==> config.mk <==
export PLATFORM = sky130hd
export DESIGN_NAME = if_id_stall_latch_flat
export DESIGN_NICKNAME = d
export VERILOG_FILES = /design/src/rtl/if_id_stall_latch_if.sv /design/src/rtl/if_id_stall_latch.sv /design/src/flat_wrapper.sv
export SDC_FILE = /design/constraint.sdc
export NUM_CORES = 1
export LEC_CHECK = 0
export ABC_CLOCK_PERIOD_IN_PS = 4800
export CELL_PAD_IN_SITES_DETAIL_PLACEMENT = 0
export CELL_PAD_IN_SITES_GLOBAL_PLACEMENT = 2
export CORE_MARGIN = 3
export CORE_UTILIZATION = 28
export DETAILED_ROUTE_END_ITERATION = 8
export GPL_TIMING_DRIVEN = 0
export PLACE_DENSITY_LB_ADDON = 0.1
export REMOVE_ABC_BUFFERS = 1
export SLEW_MARGIN = 5
export SYNTH_ARGS = -nofsm -noshare
export SYNTH_HDL_FRONTEND = slang
export SYNTH_SLANG_ARGS = --single-unit
==> constraint.sdc <==
create_clock -name clk -period 4.8 [get_ports clk]
set_clock_uncertainty 0.1 [all_clocks]
set_input_delay 0.72 -clock clk [delete_from_list [all_inputs] [get_ports clk]]
set_output_delay 0.72 -clock clk [all_outputs]
set_load 0.02 [all_outputs]
==> src/rtl/if_id_stall_latch_if.sv <==
// IF/ID latch bundle: fetch-side inputs (instruction, PC+2, stall, flush) and decode-side outputs.
// master drives the fetch/hazard side; slave is the latch itself.
interface if_id_stall_latch_if #(
    parameter int INSTR_W = 16,
    parameter int CNT_W   = 16
);
    logic [INSTR_W-1:0] instr_in;
    logic [INSTR_W-1:0] pc_plus2_in;
    logic               stall_in;
    logic               flush_in;
    logic [INSTR_W-1:0] instr_out;
    logic [INSTR_W-1:0] pc_plus2_out;
    logic               valid_out;
    logic               pc_write_en_out;
    logic               id_ex_bubble_out;
    logic               halted_out;
    logic [CNT_W-1:0]   stall_cnt_out;

    modport master (
        output instr_in, pc_plus2_in, stall_in, flush_in,
        input  instr_out, pc_plus2_out, valid_out, pc_write_en_out,
               id_ex_bubble_out, halted_out, stall_cnt_out
    );

    modport slave (
        input  instr_in, pc_plus2_in, stall_in, flush_in,
        output instr_out, pc_plus2_out, valid_out, pc_write_en_out,
               id_ex_bubble_out, halted_out, stall_cnt_out
    );
endinterface

==> src/rtl/if_id_stall_latch.sv <==
// IF/ID pipeline register with stall hold, flush squash and HALT freeze; 1-cycle latency.
// Stall holds the register and gates the PC; flush always wins; HALT blocks fetch until flush or reset.
module if_id_stall_latch #(
    parameter int                 INSTR_W   = 16,
    parameter logic [INSTR_W-1:0] NOP_INSTR = 16'h0800,
    parameter logic [4:0]         HALT_OPC  = 5'b00000,
    parameter int                 CNT_W     = 16
) (
    input  logic                clk,
    input  logic                rst,
    if_id_stall_latch_if.slave  bus
);
    localparam logic [1:0] S_RUN    = 2'd0;
    localparam logic [1:0] S_STALL  = 2'd1;
    localparam logic [1:0] S_HALTED = 2'd2;
    localparam logic [CNT_W-1:0] CNT_ONE = {{(CNT_W-1){1'b0}}, 1'b1};
    localparam logic [CNT_W-1:0] CNT_MAX = {CNT_W{1'b1}};

    logic [1:0]         r_state;
    logic [INSTR_W-1:0] r_instr;
    logic [INSTR_W-1:0] r_pc_plus2;
    logic               r_valid;
    logic [CNT_W-1:0]   r_stall_cnt;

    logic w_halted;
    logic w_bubble;
    logic w_is_halt;

    assign w_halted  = (r_state == S_HALTED);
    assign w_bubble  = ~bus.flush_in & bus.stall_in & ~w_halted;
    assign w_is_halt = (bus.instr_in[INSTR_W-1:INSTR_W-5] == HALT_OPC);

    assign bus.pc_write_en_out  = bus.flush_in | (~bus.stall_in & ~w_halted);
    assign bus.id_ex_bubble_out = w_bubble;
    assign bus.halted_out       = w_halted;
    assign bus.instr_out        = r_instr;
    assign bus.pc_plus2_out     = r_pc_plus2;
    assign bus.valid_out        = r_valid;
    assign bus.stall_cnt_out    = r_stall_cnt;

    // Flush outranks HALTED so a HALT fetched down a mispredicted path can be squashed.
    always_ff @(posedge clk or negedge rst) begin
        if (!rst) begin
            r_state    <= S_RUN;
            r_instr    <= NOP_INSTR;
            r_pc_plus2 <= '0;
            r_valid    <= 1'b0;
        end else if (bus.flush_in) begin
            r_state    <= S_RUN;
            r_instr    <= NOP_INSTR;
            r_pc_plus2 <= bus.pc_plus2_in;
            r_valid    <= 1'b0;
        end else if (w_halted) begin
            r_state    <= S_HALTED;
        end else if (bus.stall_in) begin
            r_state    <= S_STALL;
        end else begin
            r_state    <= w_is_halt ? S_HALTED : S_RUN;
            r_instr    <= bus.instr_in;
            r_pc_plus2 <= bus.pc_plus2_in;
            r_valid    <= 1'b1;
        end
    end

    always_ff @(posedge clk or negedge rst) begin
        if (!rst) begin
            r_stall_cnt <= '0;
        end else if (w_bubble && (r_stall_cnt != CNT_MAX)) begin
            r_stall_cnt <= r_stall_cnt + CNT_ONE;
        end
    end
endmodule

==> src/flat_wrapper.sv <==
// flat-port wrapper written by rule: the top's interface ports become plain ports
module if_id_stall_latch_flat 
#(
    parameter int                 INSTR_W   = 16,
    parameter logic [INSTR_W-1:0] NOP_INSTR = 16'h0800,
    parameter logic [4:0]         HALT_OPC  = 5'b00000,
    parameter int                 CNT_W     = 16
)
  (clk, rst, bus_instr_in, bus_pc_plus2_in, bus_stall_in, bus_flush_in, bus_instr_out, bus_pc_plus2_out, bus_valid_out, bus_pc_write_en_out, bus_id_ex_bubble_out, bus_halted_out, bus_stall_cnt_out);
  if_id_stall_latch_if #(.INSTR_W(INSTR_W), .CNT_W(CNT_W)) bus_i ();
  input  logic clk;
  input  logic rst;
  input wire logic [$bits(bus_i.instr_in)-1:0] bus_instr_in;
  input wire logic [$bits(bus_i.pc_plus2_in)-1:0] bus_pc_plus2_in;
  input wire logic [$bits(bus_i.stall_in)-1:0] bus_stall_in;
  input wire logic [$bits(bus_i.flush_in)-1:0] bus_flush_in;
  output wire logic [$bits(bus_i.instr_out)-1:0] bus_instr_out;
  output wire logic [$bits(bus_i.pc_plus2_out)-1:0] bus_pc_plus2_out;
  output wire logic [$bits(bus_i.valid_out)-1:0] bus_valid_out;
  output wire logic [$bits(bus_i.pc_write_en_out)-1:0] bus_pc_write_en_out;
  output wire logic [$bits(bus_i.id_ex_bubble_out)-1:0] bus_id_ex_bubble_out;
  output wire logic [$bits(bus_i.halted_out)-1:0] bus_halted_out;
  output wire logic [$bits(bus_i.stall_cnt_out)-1:0] bus_stall_cnt_out;
  assign bus_i.instr_in = bus_instr_in;
  assign bus_i.pc_plus2_in = bus_pc_plus2_in;
  assign bus_i.stall_in = bus_stall_in;
  assign bus_i.flush_in = bus_flush_in;
  assign bus_instr_out = bus_i.instr_out;
  assign bus_pc_plus2_out = bus_i.pc_plus2_out;
  assign bus_valid_out = bus_i.valid_out;
  assign bus_pc_write_en_out = bus_i.pc_write_en_out;
  assign bus_id_ex_bubble_out = bus_i.id_ex_bubble_out;
  assign bus_halted_out = bus_i.halted_out;
  assign bus_stall_cnt_out = bus_i.stall_cnt_out;
  if_id_stall_latch #(.INSTR_W(INSTR_W), .NOP_INSTR(NOP_INSTR), .HALT_OPC(HALT_OPC), .CNT_W(CNT_W)) u_core (.clk(clk), .rst(rst), .bus(bus_i));
endmodule
== Yosys cells after proc, flatten, opt, wreduce, memory -nomap -nowiden ==
Index checks and enable logic that the tools add are counted.

* Register bits: 51
* Output and inout bits: 52
* Input port bits: 36
* Word-level logic and storage cells: 33

* Eq/ne operators: 4
* Reductions and logical operators: 3
* $add $sub $neg: 1
* Bitwise operators: 7
* Multiplexer cells: 13

{| class="wikitable"
|+ Operators by type and width
! cell !! count
|-
| $mux W16 || 6
|-
| $add A16 B1 Y16 const B || 1
|-
| $ne A16 B16 Y1 const B || 1
|-
| $mux W2 || 4
|-
| $logic_not A5 Y1 || 1
|-
| $and A1 B1 Y1 || 3
|-
| $mux W1 || 3
|-
| $not A1 Y1 || 3
|-
| $eq A2 B2 Y1 const B || 1
|-
| $ne A2 B1 Y1 const B || 1
|-
| $ne A2 B2 Y1 const B || 1
|-
| $reduce_and A2 Y1 || 1
|-
| $logic_and A1 B1 Y1 || 1
|-
| $or A1 B1 Y1 || 1
|}

== Depth between registers and ports, before layout ==
Gate-level depths: netlist of run 1.

* Depth in word-level cells: 5
* Mapped depth: 7
* Mapped depth without buffers: 5

== Worst setup path before layout of run 1 ==
No wires, ideal clock.

* Path kind: input -> output
* Start: input bus_stall_in
* End: output bus_pc_write_en_out
* Arrival time: 1353 ps
* Slack: 2627 ps
* Path buffers: 3
* Stages on the path: 5
* Required time: 3980 ps
* Path through: nand2b_1 > buf_4 > nand2b_1 > buf_4 > buf_6

* Longest elaborated chain between the ends: 3

{| class="wikitable"
|+ Ends and longest elaborated chain
! what !! RTL line !! text
|-
| start: declaration || flat_wrapper.sv:15 || <nowiki>input wire logic [$bits(bus_i.stall_in)-1:0] bus_stall_in;</nowiki>
|-
| $not A1 Y1 || if_id_stall_latch.sv:33 || <nowiki>assign bus.pc_write_en_out = bus.flush_in | (~bus.stall_in & ~w_halted);</nowiki>
|-
| $and A1 B1 Y1 || if_id_stall_latch.sv:33 ||
|-
| $or A1 B1 Y1 || if_id_stall_latch.sv:33 ||
|-
| end: declaration || flat_wrapper.sv:20 || <nowiki>output wire logic [$bits(bus_i.pc_write_en_out)-1:0] bus_pc_write_en_out;</nowiki>
|}

Every way passes these cells.

== Final worst setup path of run 1 ==
Ends and elaborated chain as after synthesis.

==> results.md, run 1 <==
* Main synth FF type: dfrtp_1
* Fin crit share at 84.3%
* Storage element area at 1280 µm²
* Crit. End Element: primary output
* Fill cell count at 777
* Sequential area share after synthesis at 56.4%
* Syn Area/Cell at roughly 11 µm²
* Post-DP HPWL at ~4 mm
* Gr ovfl total at 0
* Vias in the first global route at roughly 1700
* CP Launch Type: primary input
* Busiest grt layer: met2
* Post-Syn Area at 2270 µm²
* Gr usage total at roughly an eighth
* Util after Layout at a little over two fifths
* Sw Pwr at 387 µW
* WL per Instance at between 10 and 15 µm
* Multi-input gate area at 922 µm²
* Resize count post-CTS at 0
* Via count at 1762
* Clk root buf: clkbuf_8
* Int Pwr at roughly 800 µW
* Synth Register Bits at a little over 50
* CTS tree: done
* Post-layout nets at approximately 320
* Wirelength, routed at 5.59 mm
* Leak at 0.00146 µW
* Residual DRC count at 0
* Ant diodes at 0
* Setup tns final at 0 ns
* Sw frac at about a third
* Clk pwr share at about a quarter
* CTS Buf Count at 5
* Post-synth EDFFs at 0
* Io pins at 88
* Htree depth at 2
* Synthesis-to-finish area growth at 47.9%
* YS warnings at 0
* Die area at 9210 µm²
* Outcome: completed
* Final hold violation count at 0
* Vias/cell at roughly 4.5
* Largest net degree at the start of global routing at 30
* First-pass GRT wire length at 8.71 mm
* Worst vdd ir at 246 µV
* CTS max path bufs at 2
* PortBufs at just under 90
* Chip width at 96.0 µm
* Core footprint at around 8000 µm²
* F_max at 0.247 GHz
* GRT met1 Usage at 17.3%
* Initial antenna violation count at 0
* Vert. Die Dim at 96.0 µm
* Worst-Skew Late Latency at 0.31 ns
* Postcts setup bufs at 0
* Post-layout min period at roughly 4.0 ns
* TritonRoute pass-1 iters at 4
* P per Cell Area at 354 nW/µm²
* Row cnt at 32
* Combinational power share at between 20% and 30%
* GPL Wtd Cong at 0.676
* Initial Util at 29.0%
* Worst EP arrival at 3.22 ns
* M3 GR Usage at 3.60%
* Met2 GRT Util at 17.5%
* Max-slew headroom at 45.7%
* Max-Cap Viols at 0
* Crit Path Max Fanout at 17
* Slew @ Worst Pin at 0.814 ns
* Kind of critical path: primary input to primary output
* R2R setup slack at 2.38 ns
* Final Max Tran Viols at 0
* # hold bufs at CTS at 0
* Min-delay worst type: primary input to async pin
* Clock slew at reported path FFs at 0.10 ns
* Fraction of layout cells with a size suffix above 1 at 13.9%
* Asr flop ratio synth at 100%
* Setup Viol. Count Final at 0
* Unrepaired setup endpoints after global routing: false
* Critical Path RT at 3.98 ns
* Sequential share of power at roughly 47%
* Iter 0 DRT Violations at 40
* Syn Inst Count at 199
* Post-DRT Antenna Nets at 0
* Unique masters post-synth at 35
* CTS sink cnt at 51
cells in the mapped netlist, types with 3 or more instances:
cell      instances  area [µm²]
nand2_1          39         146
nor4_2            3        37.5
nor4_1            3        18.8
mux2_2           16         180
dfrtp_1          50        1250
xor2_1           11        96.3
nor3_1            7        35.0
nor2_1            5        18.8
nand2b_1          3        18.8
nand3_1           4        20.0
nand4_1           5        31.3
inv_1             6        22.5
a21oi_1          19        95.1
placed cells by master (no fill, tap or decap), drive strengths merged, types with 4 or more instances in the layout:
cell	instances
a21oi	19
nand2	39
nand4	8
mux2	17
nand3	4
nor4	8
dfrtp	50
xor2	11
nor3	8
clkbuf	5
nor2	7
inv	7
clkdlybuf4s50	86
sequential cells by signal, indices dropped and copies added, names as in the netlist:
signal / flops
u_core.bus.instr_out: 16
u_core.bus.pc_plus2_out: 16
u_core.bus.stall_cnt_out: 16
u_core.bus.valid_out: 1
u_core.r_state: 2
metrics by stage:
stage,instance area (µm²),cells,setup WS [ns],total power (µW),hold WS (ns)
after floorplan,2220,192,2.32,703,0.324
after global placement,3220,381,0.638,880,0.378
after detailed placement,3240,382,0.677,882,0.389
after CTS,3350,390,0.671,1200,0.289
after global routing,3350,390,0.601,1250,0.310
final,3350,390,0.756,1190,0.283
layout make-up:
cell class / count / share of cell area [%]
clock buffers: 5 / 2.05
inverters: 6 / 0.672
multi-input cells: 135 / 27.5
well taps: 102 / 3.81
flip-flops and latches: 51 / 38.1
repair buffers: 88 / 26.4
clock inverters: 3 / 1.42
cells by family after synthesis:
kind of cell | share of synthesized area [%]
flip-flops | 56.4
AND/OR/NAND/NOR | 22.3
AO/OA/AOI/OAI | 4.58
multiplexers | 8.61
XOR/XNOR | 4.64
buffers and inverters | 2.93
adder cells (fa/ha/maj) | 0.552
metal layers:
metal / wire (µm) / share of wire, % / vias up
met1: 2750 / 49 / 838
li1: - / - / 860
met4: 69 / 1.2 / 0
met2: 2330 / 42 / 56
met5: 0 / 0 / -
met3: 441 / 7.9 / 8
worst max-delay path: stages:
cell	delay, ns
clkdlybuf4s50_1	0.48
nand2b_1	0.50
nand2b_1	0.77
clkdlybuf4s50_1	0.74
power groups by stage:
stage	clock network, µW	registers (µW)	logic [µW]
4_1_cts	328	552	325
3_5_place_dp	0	559	323
2_1_floorplan	0	605	98.1
3_3_place_gp	0	560	320
6_report	314	554	319
5_1_grt	345	561	346
path summary, 6_finish.rpt:
check                                    startpoint                          end  cells after the start
max                                    bus_stall_in          bus_pc_write_en_out                      4
min                                             rst      u_core.bus.instr_out[1]                      1
max reg2reg                       u_core.r_state[0]  u_core.bus.pc_plus2_out[13]                      4
min reg2reg                u_core.bus.instr_out[11]     u_core.bus.instr_out[11]                      2
max in group asynchronous                       rst  u_core.bus.pc_plus2_out[15]                      2
min in group clk           u_core.bus.instr_out[11]     u_core.bus.instr_out[11]                      2
Power figures use the tool's default switching activity.
==> inputs of run 2 (changes only) <==
--- a/config.mk
+++ b/config.mk
@@ -5,11 +5,11 @@
 export SDC_FILE = /design/constraint.sdc
 export NUM_CORES = 1
 export LEC_CHECK = 0
-export ABC_CLOCK_PERIOD_IN_PS = 4800
+export ABC_CLOCK_PERIOD_IN_PS = 4190
 export CELL_PAD_IN_SITES_DETAIL_PLACEMENT = 0
 export CELL_PAD_IN_SITES_GLOBAL_PLACEMENT = 2
 export CORE_MARGIN = 3
-export CORE_UTILIZATION = 28
+export CORE_UTILIZATION = 26
 export DETAILED_ROUTE_END_ITERATION = 8
 export GPL_TIMING_DRIVEN = 0
 export PLACE_DENSITY_LB_ADDON = 0.1
==> constraint.sdc (replaced) <==
create_clock -name clk -period 4.19 [get_ports clk]
set_clock_uncertainty 0.1 [all_clocks]
set_input_delay 0.6285 -clock clk [delete_from_list [all_inputs] [get_ports clk]]
set_output_delay 0.6285 -clock clk [all_outputs]
set_load 0.02 [all_outputs]
==> run 2 against run 1 <==
Utilization decreased by 3.0 points. Cell count increased by 0.51%. Non-clock buffer count unchanged. Sequential share of layout area increased by 0.29 points. First-iteration DRC count increased by 23%. Sequential power increased by 14%. Flip-flop and latch count unchanged. Global-route usage increased by 0.092 points. Critical path type unchanged. Largest power group unchanged. Critical path depth unchanged. Hold slack got worse by 0.069 ns.
==> results.md, run 2 (same netlist as run 1, synthesis figures left out) <==
* # hold bufs at CTS at 0
* Final Max Tran Viols at 0
* Fill cell count at 831
* Setup Viol. Count Final at 0
* Critical Path RT at approximately 3.5 ns
* Htree depth at 2
* Max-slew headroom at ~45%
* Via count at 1769
* Wirelength, routed at 5.76 mm
* Leak at 0.00145 µW
* Kind of critical path: primary input to primary output
* CTS tree: done
* Postcts setup bufs at 0
* Max-Cap Viols at 0
* Outcome: completed
* Most common cell after layout, fill and taps aside: clkdlybuf4s50_1
* Setup tns final at 0 ns
* CP max-delay cell: nand2b_1
* CP Launch Type: primary input
* Crit Path Max Fanout at 17
* CP delay by family, top: simple AND/OR/NAND/NOR gates
* Vert. Die Dim at 99.4 µm
* Worst-Skew Late Latency at 0.30 ns
* Placement-stage cell area at 3240 µm²
* Worst vdd ir at 241 µV
* Io pins at 88
* Final cell area excluding filler cells at 3330 µm²
* WL per Instance at 14.7 µm
* Final hold violation count at 0
* CP peak stage delay at 0.78 ns
* P per Cell Area at just under 400 nW/µm²
* Storage element area at around 1300 µm²
* Fin crit share at 92.5%
* Min-delay worst type: primary input to async pin
* Core footprint at 8340 µm²
* Die area at 9870 µm²
* CTS max path bufs at 2
* First-pass GRT wire length at around 9.7 mm
* Most frequent cells in the layout: clkdlybuf4s50_1, dfrtp_1, nand2_1, a21oi_1, mux2_2
* Cells after DPL at 385
* Largest net degree at the start of global routing at 30
* Unrepaired setup endpoints after global routing: false
* Vias/cell at 4.51
* Vias in the first global route at 1882
* WP buf/inv at 2
* Iter 0 DRT Violations at around 50
* Residual DRC count at 0
* Multi-input gate area at 922 µm²
* Initial antenna violation count at 0
* Ant diodes at 0
* Worst EP arrival at 3.15 ns
* CTS Buf Count at 5
* Resize count post-CTS at 0
* Post-DRT Antenna Nets at 0
* Clock slew at reported path FFs at 0.09 ns
* Initial Util at between 20% and 30%
* Clk root buf: clkbuf_8
* CTS sink cnt at 51
* Post-layout min period at roughly 3.9 ns
* Post-layout nets at 324
* Fraction of layout cells with a size suffix above 1 at 13.6%
* Slew @ Worst Pin at 0.826 ns
* F_max at roughly 0.26 GHz
* Synthesis-to-finish area growth at 46.8%
* Final non-filler cell total at 392
* Row cnt at 33
* Gr usage total at 12.2%
* Gr ovfl total at 0
* Chip width at 99.4 µm
* GPL Wtd Cong at approximately 0.68
* CP Cell Sequence: clkdlybuf4s50_1 > nand2b_1 > nand2b_1 > clkdlybuf4s50_1
* PortBufs at 87
* Post-DP HPWL at 4.08 mm
* Crit. End Element: primary output
* TritonRoute pass-1 iters at 4
run 2: changes by cell type in the layout (fill, tap and decap cells not counted):
cell	before	now
inv_6	1	0
clkinv_2	0	1
clkinv_4	1	0
bufinv_16	1	0
clkbuf_8	5	6
run 2: routing by layer:
metal  track usage, %  routed length, µm
met3             3.44                371
met1             16.6               2630
met4             3.57                 92
met5                0                  0
met2             19.1               2670
run 2: area by class of cell:
| type | count | area share [%] |
|---|---|---|
| repair buffers | 88 | 26.6 |
| well taps | 105 | 3.95 |
| multi-input cells | 135 | 27.7 |
| clock inverters | 1 | 0.150 |
| clock buffers | 6 | 2.48 |
| inverters | 6 | 0.677 |
| flip-flops and latches | 51 | 38.4 |
run 2: power by group:
group / leakage, µW / switching, µW / internal [µW]
sequential: 0.000639 / 82.2 / 548
combinational: 0.000765 / 180 / 187
clock: 0.0000470 / 159 / 130
total: 0.00145 / 421 / 865
run 2: metrics by stage:
step | power (µW) | util (%) | setup WS, ns | hold slack, ns
3_5_place_dp | 1010 | 38.8 | 0.240 | 0.394
5_1_grt | 1370 | 39.9 | 0.112 | 0.238
4_1_cts | 1310 | 39.9 | 0.235 | 0.227
6_report | 1290 | 39.9 | 0.316 | 0.214
3_3_place_gp | 1010 | 38.7 | 0.214 | 0.382
2_1_floorplan | 806 | - | 1.89 | 0.233
run 2: final timing paths:
path	from	endpoint	slack [ns]	depth (start not counted)
min	rst	u_core.bus.valid_out	0.21	1
max in group asynchronous	rst	u_core.bus.pc_plus2_out[9]	3.22	2
max	bus_stall_in	bus_pc_write_en_out	0.32	4
min reg2reg	u_core.bus.instr_out[11]	u_core.bus.instr_out[11]	0.40	2
max reg2reg	u_core.r_state[0]	u_core.bus.pc_plus2_out[10]	1.74	4
min in group clk	u_core.bus.instr_out[11]	u_core.bus.instr_out[11]	0.40	2
==> inputs of run 3 (changes only) <==
--- a/config.mk
+++ b/config.mk
@@ -5,11 +5,12 @@
 export SDC_FILE = /design/constraint.sdc
 export NUM_CORES = 1
 export LEC_CHECK = 0
+export ABC_AREA = 1
 export ABC_CLOCK_PERIOD_IN_PS = 4190
 export CELL_PAD_IN_SITES_DETAIL_PLACEMENT = 0
 export CELL_PAD_IN_SITES_GLOBAL_PLACEMENT = 2
 export CORE_MARGIN = 3
-export CORE_UTILIZATION = 26
+export CORE_UTILIZATION = 24
 export DETAILED_ROUTE_END_ITERATION = 8
 export GPL_TIMING_DRIVEN = 0
 export PLACE_DENSITY_LB_ADDON = 0.1
==> run 3 against run 2 <==
Cell count up 35%. Utilization down 2.7 points. Worst setup slack better by 0.76 ns. Count of clock-buffer cells in the layout down 1. Power up 2.4%. Synthesized area up 6.1%. Register-to-register slack better by 0.35 ns. Non-clock buffer count up 1. Hold slack worse by 0.027 ns. Fmax up 24%. Global-route usage up 0.63 points. Sequential share of layout area down 2.2 points.
==> results.md, run 3 <==
* Most common cell after layout, fill and taps aside: nand2_1
* Final Power at 1320 µW
* Worst hold slack at approximately 0.19 ns
* Synth top area share at 52.1%
* Worst vdd ir at 207 µV
* Largest net degree at the start of global routing at 33
* Kind of critical path: primary input to primary output
* Met2 GRT Util at approximately a fifth
* Sequential area share after synthesis at between 50% and 60%
* Most frequent cells in the layout: nand2_1, clkdlybuf4s50_1, dfrtp_1, inv_1, nor2_1
* CTS Buf Count at 5
* Wirelength, routed at between 6 and 7 mm
* Busiest grt layer: met2
* Clk root buf: clkbuf_8
* PortBufs at 87
* Post-layout nets at 436
* Post-synth EDFFs at 0
* GRT met1 Usage at 17.0%
* TritonRoute pass-1 iters at 4
* Post-synth top area cell: dfrtp_1
* Fin crit share at approximately three quarters
* Htree depth at 2
* GPL Wtd Cong at between 0.7 and 0.8
* CTS max path bufs at 2
* Util after Layout at between 30% and 40%
* Min-delay worst type: primary input to async pin
* Resize count post-CTS at 0
* M3 GR Usage at 3.16%
* Row cnt at 35
* Ant diodes at 0
* Post-Syn Area at 2400 µm²
* Final Max Tran Viols at 0
* Fraction of layout cells with a size suffix above 1 at about 7.2%
* Initial antenna violation count at 0
* Gr usage total at 12.9%
* CP Launch Type: primary input
* Storage element area at 1280 µm²
* Placement-stage cell area at 3420 µm²
* Leak at 0.00170 µW
* Vias in the first global route at roughly 2200
* Vert. Die Dim at 106 µm
* Chip width at about 110 µm
* Syn Area/Cell at 7.75 µm²
* Final hold violation count at 0
* Setup Viol. Count Final at 0
* P per Cell Area at 373 nW/µm²
* Max-slew headroom at 48.7%
* Main synth FF type: dfrtp_1
* Postcts setup bufs at 0
* Final cell area excluding filler cells at ~3500 µm²
* Die area at 11300 µm²
* First-pass GRT wire length at 11.5 mm
* Synthesis-to-finish area growth at 47.0%
* Initial Util at 25.3%
* Post-layout min period at 3.12 ns
* Core footprint at 9500 µm²
* Worst-Skew Late Latency at just over 0.3 ns
* Clock slew at reported path FFs at around 0.11 ns
* Synth area leaders: dfrtp_1, nand2_1, inv_1
* CTS tree: done
* Asr flop ratio synth at 100%
* Iter 0 DRT Violations at 59
* CTS sink cnt at 51
* # hold bufs at CTS at 0
* Multi-input gate area at 968 µm²
* Vias/cell at around 4.1
* F_max at 0.321 GHz
* Syn Inst Count at 310
* Worst EP arrival at 2.39 ns
* Outcome: completed
* Max-Cap Viols at 0
* WL per Instance at 12.8 µm
* Via count at roughly 2100
* Top-count cell post-synth: nand2_1
* Fill cell count at 1020
* Residual DRC count at 0
* Gr ovfl total at 0
* YS warnings at 0
* Crit. End Element: primary output
* Setup tns final at 0 ns
* Unique masters post-synth at 24
* Slew @ Worst Pin at 0.768 ns
* Post-DRT Antenna Nets at 0
* Post-DP HPWL at approximately 5 mm
* Unrepaired setup endpoints after global routing: false
* Io pins at 88
* Critical Path RT at 3.46 ns
* Crit Path Max Fanout at 11
* Synth cell count leaders: nand2_1, dfrtp_1, inv_1
* Synth Register Bits at 51
run 3: cell types whose count changed in the layout (fill, tap and decap cells not counted), sizes merged, moves of 3 or more:
cell / previous run / this run
nand2: 39 / 161
inv: 6 / 31
a21oi: 19 / 1
nor2: 7 / 25
mux2: 17 / 0
o21ai: 0 / 11
xor2: 11 / 2
nor4: 8 / 0
nand3: 4 / 11
nor3: 8 / 1
nand2b: 3 / 0
run 3: worst paths after layout:
kind                                              from                      endpoint  slack [ns]  depth (start not counted)
hold reg to reg             u_core.bus.pc_plus2_out[8]    u_core.bus.pc_plus2_out[8]        0.38                          2
min in group clk            u_core.bus.pc_plus2_out[8]    u_core.bus.pc_plus2_out[8]        0.38                          2
hold / removal                                     rst       u_core.bus.instr_out[6]        0.19                          1
setup / recovery                          bus_stall_in           bus_pc_write_en_out        1.07                          4
max in group asynchronous                          rst      u_core.bus.instr_out[11]        3.17                          2
setup reg to reg           u_core.bus.stall_cnt_out[0]  u_core.bus.stall_cnt_out[10]        2.09                          8
run 3: worst max-delay path, stage by stage:
cell             delay (ns)
clkdlybuf4s50_1        0.49
o21ai_2                0.44
buf_6                  0.22
clkdlybuf4s50_1        0.61
run 3: cell type report:
class,instances,area share (%)
Clock buffer,5,1.95
Clock inverter,3,1.35
Inverter,30,3.19
Multi-Input combinational cell,222,27.4
Sequential cell,51,36.2
Tap cell,129,4.57
Timing Repair Buffer,89,25.4
run 3: kinds of logic (layout without fill, tap and decap cells):
family | count (synthesis) | after routing | synth area share (%)
XOR/XNOR | 3 | 3 | 1.09
AO/OA/AOI/OAI | 13 | 13 | 3.64
adder cells (fa/ha/maj) | 1 | 1 | 0.520
AND/OR/NAND/NOR | 205 | 205 | 34.9
flip-flops | 51 | 51 | 53.1
buffers and inverters | 37 | 127 | 6.71
run 3: power by group:
part	internal, µW	leakage (µW)	switching [µW]
sequential	545	0.000646	55.5
clock	182	0.0000587	185
combinational	167	0.000996	184
total	893	0.00170	424
run 3: layer usage:
layer / up-vias / wire length [µm]
met4: 0 / 61
met1: 969 / 3130
li1: 1119 / -
met5: - / 0
met3: 5 / 408
met2: 55 / 3150
run 3: metrics by stage:
step / instances / setup slack, ns
global placement: 519 / 0.271
global route: 529 / 0.972
detailed placement: 521 / 1.04
finish: 529 / 1.07
CTS: 529 / 1.03
floorplan: 303 / 1.78
==> RTL edit 1: new RTL, settings of run 1 <==
`CNT_W` is set to 16 in 3 places; all go to 20.
--- a/src/rtl/if_id_stall_latch_if.sv
+++ b/src/rtl/if_id_stall_latch_if.sv
@@ -3,5 +3,5 @@
 interface if_id_stall_latch_if #(
     parameter int INSTR_W = 16,
-    parameter int CNT_W   = 16
+    parameter int CNT_W   = 20
 );
     logic [INSTR_W-1:0] instr_in;
--- a/src/rtl/if_id_stall_latch.sv
+++ b/src/rtl/if_id_stall_latch.sv
@@ -5,5 +5,5 @@
     parameter logic [INSTR_W-1:0] NOP_INSTR = 16'h0800,
     parameter logic [4:0]         HALT_OPC  = 5'b00000,
-    parameter int                 CNT_W     = 16
+    parameter int                 CNT_W     = 20
 ) (
     input  logic                clk,
--- a/src/flat_wrapper.sv
+++ b/src/flat_wrapper.sv
@@ -5,5 +5,5 @@
     parameter logic [INSTR_W-1:0] NOP_INSTR = 16'h0800,
     parameter logic [4:0]         HALT_OPC  = 5'b00000,
-    parameter int                 CNT_W     = 16
+    parameter int                 CNT_W     = 20
 )
   (clk, rst, bus_instr_in, bus_pc_plus2_in, bus_stall_in, bus_flush_in, bus_instr_out, bus_pc_plus2_out, bus_valid_out, bus_pc_write_en_out, bus_id_ex_bubble_out, bus_halted_out, bus_stall_cnt_out);
Interface: changed (resized bus_stall_cnt_out); port bits go from 88 to 92. No check against the original RTL was run, so the function may have changed too.
==> RTL edit 1 against run 1 <==
  * Synthesized area increased by 2.1%
  * Non-clock buffer count is 3 higher
  * Hold slack better by 69 ps
  * Power shrank 10%
  * Via count up 2.1%
  * Final area up 1.5%
  * Wire length increased by 3.4%
  * First-iteration DRC count rose by 2.5%
  * Combinational power down 17%
  * Worst setup slack gained 60 ps
  * Fmax increased by 1.5%
  * Sequential cell count increased by 4
  * Critical path depth stayed put
==> RTL edit 1: results (changes against run 1) <==
* Post-layout net count at 337 (+4.0%)
* Most area-consuming cells after synthesis: dfrtp_1 58%, mux2_2 8.8%, nand2_1 6.3%
* Clk buf depth at 2 (unchanged)
* Max reg flops at 20
* Drt via density at 4.46 (-1.2%)
* Slowest stage cell on the critical path: nand2b_1
* Port Buffers at 91 (+4.6%)
* Worst IR Drop VDD at 0.171 mV (-30%)
* Initial DRC Count at 41 (+2.5%)
* Root Driver: clkbuf_8
* Global-route wire length before repair at 9.78 mm (+12%)
* Post-synthesis cell type count at 28 (-20%)
* Register area share after synthesis at 59.5% (+3.2 points)
* Final HPWL DP at 4.04 mm (+1.0%)
* Worst path max stage delay at 740 ps (-30 ps)
* Synthesized area per cell at 11.1 sq um (-2.8%)
* Dpl cells at 395 (+3.4%)
* Status: finished, final reports clean
* Final Critical Period at 3980 ps (-60.0 ps)
* Routability cong. at 0.714 (+5.7%)
* XOR/XNOR Fraction of Synth Area at 6.06% (+1.4 points)
* Largest net degree at the start of global routing at 56 (+87%)
* Hold WS at 352 ps (+69.4 ps)
* Place WS at 735 ps (+57.2 ps)
* Placed cell area at 3320 sq um (+2.6%)
* Compound-cell area share of the yosys netlist at 4.33% (-0.26 points)
* Most frequent cells after synthesis: 54 x dfrtp_1, 39 x nand2_1, 18 x mux2_2, 17 x a21oi_1, 15 x xnor2_1
* Rel. slew slack at 20.7% (-25 points)
* Final WL at 5.78 mm (+3.4%)
* Vias in the first global route at 1,889 (+12%)
* Leakage dissipation at 1.39 nW (-5.3%)
* Reg2Reg Setup Slack at 2430 ps (+50 ps)
* Post-synthesis mux area share at 8.76% (+0.15 points)
* Crit-path max FO at 17 (unchanged)
* Post-CTS Setup Bufs at 0 (unchanged)
* Synth Area in Adders at 0.541% (-0.011 points)
* Resized Gates After CTS at 0 (unchanged)
* All-layer global routing usage at 12.6% (+0.48 points)
* Share of layout cells above drive strength 1 at 10.3% (-3.6 points)
* Clk_lat worst skew at ~300 ps
* Vias post-DR at 1,799 (+2.1%)
* FF-to-FF End: u_core.bus.pc_plus2_out[0]$_DFFE_PN0P_
* Hold buffers post-CTS at 0 (unchanged)
* Crit path arrival time at 3160 ps (-60 ps)
## RTL edit 1: cell count changes in the layout (fill, tap and decap cells not counted), sizes merged, moves of 4 or more
cell | before | now
xnor2 | 1 | 15
xor2 | 11 | 1
nand3 | 4 | 11
nor4 | 8 | 1
nor2 | 7 | 12
nor3 | 8 | 3
clkdlybuf4s50 | 86 | 90
dfrtp | 50 | 54
inv | 7 | 3
## RTL edit 1: cell type report
cell class	instances	area, sq um
clock buffer	7	76.3
multi-input combinational	144	895
fill	792	4490
sequential	55	1380
tap	102	128
timing repair buffer	91	908
inverter	3	11.3
clock inverter	1	5.00
## RTL edit 1: power by group
group	total (mW)	switching (mW)	internal, mW
combinational	0.266	0.127	0.138
clock	0.249	0.146	0.103
sequential	0.551	0.0433	0.507
total	1.07	0.317	0.749
## RTL edit 1: routing by layer
metal  GRT usage (%)  vias up  part of all wire [%]
met1            17.1      848                    49
met2            20.1       53                    46
met5               0        -                     0
met3            3.39        5                   4.4
li1                -      893                     -
met4            3.24        0                   1.0
==> RTL edit 2: new RTL, flow settings as in run 1 <==
Made on the original files. Make the reset (`rst`) synchronous in 2 clocked blocks.
--- a/src/rtl/if_id_stall_latch.sv
+++ b/src/rtl/if_id_stall_latch.sv
@@ -40,5 +40,5 @@
 
     // Flush outranks HALTED so a HALT fetched down a mispredicted path can be squashed.
-    always_ff @(posedge clk or negedge rst) begin
+    always_ff @(posedge clk) begin
         if (!rst) begin
             r_state    <= S_RUN;
@@ -63,5 +63,5 @@
     end
 
-    always_ff @(posedge clk or negedge rst) begin
+    always_ff @(posedge clk) begin
         if (!rst) begin
             r_stall_cnt <= '0;
Behaviour: differs if rst is asserted again (counterexample within 4 cycles, from zero or initial values and one cycle with rst low); with rst held inactive, the same outputs for 10 cycles.
==> RTL edit 2 against run 1 <==
  * Wire length is 5.3% higher
  * Sequential cell count stayed put
  * Worst setup slack improved by 460 ps
  * Final area is 6.5% lower
  * Via count is 16% higher
  * Highest routed layer unchanged
  * Synthesized cell count is 28% higher
  * Synthesized area shrank 8.6%
  * Utilization grew 1.9 points
Power is not compared: it rests on default switching activity, and its combinational part moved more than twofold at a synthesized area within 25%.
==> RTL edit 2: results (changes against run 1) <==
* Syn-to-layout area delta at 51.2%
* Post-synthesis cell type count at 38 (+8.6%)
* Post-synth ARST share at 0% (-100 points)
* Peak Freq at 279 MHz (+13%)
* Filler cells at 739 (-4.9%)
* Hold WS at 353 ps (+70.2 ps)
* Global-route wire length before repair at 9.27 mm (+6.4%)
* Seq/total area at 32.6% (-5.5 points)
* Post-synthesis mux area share at 0.483% (-8.1 points)
* Buffering overhead at 27.8% (+1.4 points)
* Crit path arrival time at 2760 ps (-460 ps)
* Vias in the first global route at 1,905 (+13%)
* Multi-input logic cell count at 184 (+36%)
* Reg2reg start: u_core.bus.stall_cnt_out[0]$_SDFFE_PN0P_
* Non-clock inverters at 8 (+2)
* HP Class: reg2reg
* Slowest stage cell on the critical path: clkdlybuf4s50_1
* Share of layout cells above drive strength 1 at 4.44% (-9.5 points)
* Status: finished, final reports clean
* # clk buffers at 6 (+1)
* Largest net degree at the start of global routing at 32 (+6.7%)
* Drt wl/cell at 13.6 um (-5.3%)
* Fraction of area in multi-input gates at 31.0% (+3.5 points)
* Final HPWL DP at 4.14 mm (+3.5%)
* FF-to-FF End: u_core.bus.stall_cnt_out[10]$_SDFFE_PN0P_
* Final clock-cell share at 3.75% (+0.28 points)
* Synth Area in Adders at 0.604% (+0.052 points)
* Sequential cells at 51 (unchanged)
* Place WS at 1160 ps (+481 ps)
* Reg2Reg Setup Slack at 2660 ps (+280 ps)
* Initial DRC Count at 73 (+83%)
* Most frequent cells after synthesis: 70 x nand2_1, 51 x dfxtp_1, 43 x a21oi_1, 10 x clkbuf_1, 10 x nor2_1
* Number of non-clock buffers in the layout at 87 (-1.1%)
* Compound-cell area share of the yosys netlist at 16.5% (+12 points)
* Delay-heaviest family, CP: buffers and inverters
* Synthesized area per cell at 8.13 sq um (-29%)
* Placed cell area at 3020 sq um (-6.8%)
* Worst reg2reg path depth at 5 (+1)
* Post-layout net count at 374 (+15%)
* All-layer global routing usage at 13.6% (+1.5 points)
* Drt via density at 4.72 (+4.4%)
[RTL edit 2: changes by cell type in the layout (fill, tap and decap cells not counted), sizes merged, moves of 4 or more]
| cell | delta |
|---|---|
| a21oi | +24 |
| dfxtp | +51 |
| or4 | +6 |
| nand2 | +31 |
| xor2 | -11 |
| dfrtp | -50 |
| nor4 | -5 |
| or3 | +4 |
| o21ai | +4 |
| mux2 | -17 |
| o31ai | +6 |
[RTL edit 2: per-layer routing]
metal	global-route usage [%]	wire (um)	vias up
li1	-	-	1053
met4	4.08	57	0
met5	0	0	-
met3	5.33	491	5
met1	17.1	2660	930
met2	21.5	2680	59
[RTL edit 2: stage by stage]
| stage | power [mW] | std cells |
|---|---|---|
| floorplan | 0.503 | 243 |
| global placement | 0.572 | 426 |
| detailed placement | 0.573 | 426 |
| CTS | 0.887 | 434 |
| global route | 0.911 | 434 |
| finish | 0.872 | 434 |
